[config.mk]
export PLATFORM = sky130hd
export DESIGN_NAME = if_id_fetch_queue
export DESIGN_NICKNAME = d
export VERILOG_FILES = /design/src/rtl/if_id_fetch_queue.sv
export SDC_FILE = /design/constraint.sdc
export NUM_CORES = 1
export LEC_CHECK = 0
export CAP_MARGIN = 20
export CORE_MARGIN = 5
export CORE_UTILIZATION = 52
export CTS_CLUSTER_DIAMETER = 50
export DETAILED_ROUTE_END_ITERATION = 10
export PLACE_DENSITY = 0.85
export SYNTH_ARGS = -nofsm -noshare
export SYNTH_HDL_FRONTEND = slang
export SYNTH_SLANG_ARGS = --single-unit
[constraint.sdc]
create_clock -name clk -period 21 [get_ports clk]
set_input_delay 4.2 -clock clk [delete_from_list [all_inputs] [get_ports clk]]
set_output_delay 4.2 -clock clk [all_outputs]
set_load 0.1 [all_outputs]
[src/rtl/if_id_fetch_queue.sv]
// Fetch-to-decode decoupling FIFO carrying {pc, inst} pairs under valid/ready.
// Flush (branch redirect) empties the queue; empty reads present pc=0 / NOP.
module if_id_fetch_queue #(
   parameter int unsigned          DEPTH  = 2,
   parameter int unsigned          PC_W   = 64,
   parameter int unsigned          INST_W = 32,
   parameter logic [INST_W-1:0]    NOP    = 32'h00000013
) (
   input  logic                       clk,
   input  logic                       rst,
   input  logic                       flush,
   input  logic                       in_valid,
   output logic                       in_ready,
   input  logic [PC_W-1:0]            in_pc,
   input  logic [INST_W-1:0]          in_inst,
   output logic                       out_valid,
   input  logic                       out_ready,
   output logic [PC_W-1:0]            out_pc,
   output logic [INST_W-1:0]          out_inst,
   output logic [$clog2(DEPTH):0]     count
);

   localparam int unsigned AW = $clog2(DEPTH);
   localparam int unsigned CW = AW + 1;

   logic [PC_W-1:0]   pc_mem_q   [DEPTH];
   logic [INST_W-1:0] inst_mem_q [DEPTH];

   logic [AW-1:0] wr_ptr_q, wr_ptr_d;
   logic [AW-1:0] rd_ptr_q, rd_ptr_d;
   logic [CW-1:0] count_q,  count_d;

   logic enq, deq;

   assign in_ready  = (count_q != CW'(DEPTH));
   assign out_valid = (count_q != '0);
   assign enq       = in_valid & in_ready;
   assign deq       = out_valid & out_ready;
   assign count     = count_q;

   always_comb begin
      out_pc   = '0;
      out_inst = NOP;
      if (out_valid) begin
         out_pc   = pc_mem_q[rd_ptr_q];
         out_inst = inst_mem_q[rd_ptr_q];
      end
   end

   always_comb begin
      wr_ptr_d = wr_ptr_q;
      rd_ptr_d = rd_ptr_q;
      count_d  = count_q;
      if (flush) begin
         wr_ptr_d = '0;
         rd_ptr_d = '0;
         count_d  = '0;
      end else begin
         if (enq) wr_ptr_d = wr_ptr_q + AW'(1);
         if (deq) rd_ptr_d = rd_ptr_q + AW'(1);
         unique case ({enq, deq})
            2'b10:   count_d = count_q + CW'(1);
            2'b01:   count_d = count_q - CW'(1);
            default: count_d = count_q;
         endcase
      end
   end

   always_ff @(posedge clk or posedge rst) begin
      if (rst) begin
         wr_ptr_q <= '0;
         rd_ptr_q <= '0;
         count_q  <= '0;
      end else begin
         wr_ptr_q <= wr_ptr_d;
         rd_ptr_q <= rd_ptr_d;
         count_q  <= count_d;
      end
   end

   // Storage is deliberately unreset; a flush suppresses the write as well.
   always_ff @(posedge clk) begin
      if (enq && !flush) begin
         pc_mem_q[wr_ptr_q]   <= in_pc;
         inst_mem_q[wr_ptr_q] <= in_inst;
      end
   end

endmodule
Word level (Yosys, flattened, before mapping)
Memories as Yosys holds them, arrays and structs flattened.
Index checks and enable logic that the tools add are counted.
- bits of input ports: 101
- bits in latches: 0
- logic and storage cells: 30
- memories: 2
- RAM bits: 192
- bits in read-only memories: 0
- register bits after elaboration: 4
- muxes and demuxes: 10
- eq/ne operators: 3
- $lt $le $gt $ge: 0
- shifts and indexed selects: 0
- multiply operators: 0
- reductions and logical operators: 6
- add/subtract/negate cells: 4
- div/mod/pow operators: 0
- bitwise operators: 2
- memories (memory ; words ; bits a word ; read ports ; clocked after memory_dff ; wr ports ; RTL line ; text):
    pc_mem_q ; 2 ; 64 ; 1 ; 0 ; 1 ; 26 ; logic [PC_W-1:0] pc_mem_q [DEPTH];
    inst_mem_q ; 2 ; 32 ; 1 ; 0 ; 1 ; 27 ; logic [INST_W-1:0] inst_mem_q [DEPTH];
- operator list (operator ; count):
    $mux W64 ; 1
    $mux W32 ; 1
    $mux W1 ; 6
    $reduce_bool A2 Y1 ; 3
    $pmux W2 S2 ; 1
    $reduce_bool A3 Y1 ; 1
    $add A1 B1 Y1 const B ; 2
    $add A2 B1 Y2 const B ; 1
    $and A1 B1 Y1 ; 2
    $eq A2 B1 Y1 const B ; 1
    $eq A2 B2 Y1 const B ; 1
    $mux W2 ; 1
    $ne A2 B2 Y1 const B ; 1
    $sub A2 B1 Y2 const B ; 1
    $logic_and A1 B1 Y1 ; 1
    $logic_not A1 Y1 ; 1

Longest topological paths before layout
- depth after elaboration: 5
- gate-level depth with buffers: 5
- mapped depth without buffers: 4

Least setup slack after synthesis
No wires, ideal clock.
- path kind: input to register
- start: input in_valid
- end: memory inst_mem_q[1][0] (enable)
- data arrival time: 11.262 ns
- data required time: 20.310 ns
- buffers on the path: 0
- setup time: 0.690 ns
- slack: 9.048 ns
- cell stages on the path: 2
- cells stage by stage: nand2_1 > nor3b_1
- cells in the longest elaborated chain, start to end: 4
- ends and longest elaborated chain (element ; RTL line ; text):
    start: declaration ; 12 ; input logic in_valid,
    $and A1 B1 Y1 ; 37 ; assign enq = in_valid & in_ready;
    $logic_and A1 B1 Y1 ; 83 ; if (enq && !flush) begin
    $mux W1 ; 83 ;
    $mux W1 (not written as such) ; 85 ; inst_mem_q[wr_ptr_q] <= in_inst;
    end: declaration ; 27 ;
No other way between the ends.

Worst setup path after layout
- start: register rd_ptr_q
- end: output out_inst[23]
- cells in the longest elaborated chain, start to end: 2
- ends and longest elaborated chain (element ; RTL line ; text):
    start: declaration ; 30 ; logic [AW-1:0] rd_ptr_q, rd_ptr_d;
    start signal: assignment ; 76 ; rd_ptr_q <= rd_ptr_d;
    $mem_v2 Z2 W32 ; - ;
    $mux W32 ; 44 ; if (out_valid) begin
    end: declaration ; 19 ; output logic [INST_W-1:0] out_inst,
No other way between the ends.

==> Flow_metrics.wiki <==
{| class="wikitable"
! Metric !! Value
|-
| Outcome || finished, final reports clean
|-
| Total number of nets in the final design || 738
|-
| Leading area contributor after synthesis || edfxtp_1
|-
| Wire length of the first global-routing pass || around 23,000 um
|-
| Register bit count reported by yosys || 196
|-
| Synth async-reset ratio || 0.0204
|-
| Top post-synthesis cells by area || edfxtp_1 77%, mux2i_1 13%, nor2_1 4.8%
|-
| Num Clock Sinks || 196
|-
| Residual overflow from global routing || 0
|-
| Data arrival time of the critical path || 3.74 ns
|-
| Required time at the worst-slack endpoint || 16.80 ns
|-
| Worst Hold Margin || 0.650 ns
|-
| Share of final-layout standard cells stronger than drive strength 1 || 0.0618
|-
| Setup bufs post-CTS || 0
|-
| TritonCTS Buffers || 17
|-
| Die Y-Extent || roughly 130 um
|-
| Hold Crit Start || wr_ptr_q$_DFFE_PP0P_
|-
| Worst-path fanout max || 51
|-
| Max Slew Vio Count || 0
|-
| Clock latency of the later-clocked register in the worst-skew pair || 0.42 ns
|-
| Headroom to the max-slew limit || 0.324
|-
| Worst-case reg-to-reg path depth || 6
|-
| Category of the worst setup path launch point || flip-flop
|-
| Maximum number of pins on one net before global-route repair || between 70 and 80
|-
| Most used standard cell by instance count after synthesis || edfxtp_1
|-
| Max H-tree Level || 4
|-
| Leakage power || about 3.4 nW
|-
| Per-instance average area after synthesis || 17.3 sq um
|-
| Number of cell rows || 43
|-
| Power density over the cells || approximately 96 nW/um^2
|-
| I/O pin total || 201
|-
| Final Skew || between 0.006 and 0.007 ns
|-
| GRT Overall Usage || 0.180
|-
| Die Width || 130 um
|-
| Clock-pin slew on the worst setup and hold paths || around 0.06 ns
|-
| Starting utilization of the core area || 0.534
|-
| Final-report setup violation count || 0
|-
| Quantity of gates resized following cts || 0
|-
| Routability congestion estimate || 0.765
|-
| Post-synthesis cell area || 7470 sq um
|-
| Number of nets with antenna violations after detailed routing || 0
|-
| Net count after synthesis || roughly 530
|-
| Min-Delay Endpoint || wr_ptr_q$_DFFE_PP0P_
|-
| Via count of the first global-routing pass || 4,385
|-
| RSZ-0062 raised after global routing || false
|-
| Max Fclk || 0.126 GHz
|-
| Sum of internal, switching and leakage power || 0.000977 W
|-
| Setup slack of the worst register-to-register path || 18.44 ns
|-
| RR Startpoint || count[1]$_DFFE_PP0P_
|-
| Initial DRC count || 271
|-
| Endpoints failing hold || 0
|-
| Count of flip-flops with a built-in enable after synthesis || 192
|-
| Setup crit end kind || output pin
|-
| Overall die area || 16,900 sq um
|-
| Placed cells || ~800
|-
| Worst Path Class, Setup || flip-flop to output pin
|-
| Post-synthesis sequential area ratio || 0.785
|-
| Pin slew with the least headroom to its limit || between 1 and 1.5 ns
|-
| Layout overhead on the synthesized area || 36.3%
|-
| Buffer type at the clock tree root || clkbuf_16
|-
| Terminus of the critical flop-to-flop path || inst_mem_q[0][23]$_DFFE_PP_
|-
| Period utilisation layout || 0.378
|-
| Initial DRT Pass Iterations || 5
|-
| Initial antenna violation count || 0
|-
| CTS max path bufs || 2
|-
| Synth top area share || 0.772
|-
| TritonCTS clock tree || yes
|-
| CORE AREA || 14,000 sq um
|-
| Post-Route Setup TNS || 0 ns
|-
| Worst IR Drop VDD || 74.8 uV
|-
| Count of inserted antenna diode cells || 0
|-
| Total number of yosys warnings || 0
|-
| Hold buffers post-CTS || 0
|-
| Post-detail-place hpwl || 10,300 um
|-
| Count of cell types in the netlist || 21
|-
| Post-route minimum period || 7.94 ns
|-
| Average wire per standard cell || 18.3 um
|-
| Commonest cells in the synthesized netlist || 192 x edfxtp_1, 97 x mux2i_1, 95 x nor2_1, 11 x buf_2, 6 x buf_4
|-
| Vias/cell || 5.18
|-
| Total via count after detailed routing || 4,281
|-
| Worst Hold Class || flip-flop to flip-flop
|-
| Final wirelength || 15,200 um
|-
| Post-Layout Cell Count || 827
|-
| Worst hold path cell count || 2
|-
| IO buf count || 200
|-
| DRC viols || 0
|-
| Leading register cell type out of synthesis || edfxtp_1
|-
| Max-Cap Viols || 0
|-
| Cell count after synthesis || 433
|}
[power breakdown]
part           switching [W]  leakage (nW)  internal (W)
registers         0.00000794          1.81      0.000446
logic               0.000155          1.26     0.0000582
clock network       0.000127         0.275      0.000183
[kinds of logic after synthesis]
group	Yosys count	share of synthesized area
flip-flops	196	0.785
XOR/XNOR	1	0.00117
AO/OA/AOI/OAI	8	0.00603
multiplexers	97	0.130
buffers and inverters	25	0.0214
AND/OR/NAND/NOR	106	0.0563
[worst max-delay path by stage]
| stage | startpoint | to | slack, ns | cells after the start |
|---|---|---|---|---|
| final | rd_ptr_q$_DFFE_PP0P_ | out_inst[23] | 13.06 | 4 |
| after global routing | rd_ptr_q$_DFFE_PP0P_ | out_inst[23] | 12.89 | 4 |
| after CTS | rd_ptr_q$_DFFE_PP0P_ | out_pc[51] | 13.00 | 4 |
| after detailed placement | rd_ptr_q$_DFFE_PP0P_ | out_inst[1] | 13.48 | 4 |
| after global placement | rd_ptr_q$_DFFE_PP0P_ | out_inst[23] | 13.52 | 4 |
| after floorplan | in_valid | inst_mem_q[1][0]$_DFFE_PP_ | 9.05 | 2 |
[registers in the layout, summed over array words and instances (netlist names)]
signal,cells
count,2
inst_mem_q,64
pc_mem_q,128
rd_ptr_q,1
wr_ptr_q,1
[per-stage QoR]
stage | instance area [sq um] | setup slack, ns | util
after global placement | 9620 | 13.52 | 0.688
after CTS | 10200 | 13.00 | 0.728
after floorplan | 7470 | 9.05 | -
final | 10200 | 13.06 | 0.728
after global routing | 10200 | 12.89 | 0.728
after detailed placement | 9620 | 13.48 | 0.688
[area by class of cell]
| class | count | area, sq um |
|---|---|---|
| Clock buffer | 17 | 425 |
| Fill cell | 850 | 3800 |
| Timing Repair Buffer | 206 | 2050 |
| Tap cell | 180 | 225 |
| Multi-Input combinational cell | 212 | 1460 |
| Inverter | 4 | 15.0 |
| Sequential cell | 196 | 5870 |
| Clock inverter | 12 | 141 |
[per-layer routing]
layer	track usage	vias up	wire, um
met3	0.0508	25	1060
met5	0	-	0
met2	0.297	171	7840
met1	0.224	2071	5940
met4	0.0795	0	320
li1	-	2014	-
[cell usage in the layout, fill, tap and decap left out]
master | Yosys | layout
a21oi_1 | 4 | 4
edfxtp_1 | 192 | 192
o211ai_1 | 1 | 1
nor3b_2 | 0 | 1
clkinv_1 | 0 | 2
dfrtp_1 | 4 | 3
or2_0 | 1 | 1
bufinv_16 | 0 | 3
nor3b_1 | 2 | 1
clkbuf_16 | 0 | 17
nor2_1 | 95 | 94
inv_1 | 2 | 2
clkinvlp_4 | 0 | 2
nor2_4 | 0 | 1
clkdlybuf4s50_1 | 0 | 200
buf_4 | 6 | 6
xor2_1 | 1 | 1
nor2b_2 | 1 | 1
clkinv_4 | 0 | 1
nand2_1 | 4 | 4
or3_1 | 1 | 1
nor3_2 | 0 | 1
clkinv_2 | 0 | 4
dfrtp_4 | 0 | 1
a21o_1 | 1 | 1
inv_2 | 2 | 2
o21ai_0 | 2 | 2
mux2i_1 | 97 | 97
nand3b_1 | 1 | 1
[critical path, cell delays in order (launching register included)]
cell	delay, ns
dfrtp_4	0.95
buf_4	0.80
mux2i_1	0.16
nor2_1	0.18
clkdlybuf4s50_1	1.17
No activity file was read; power rests on OpenSTA's default activity.
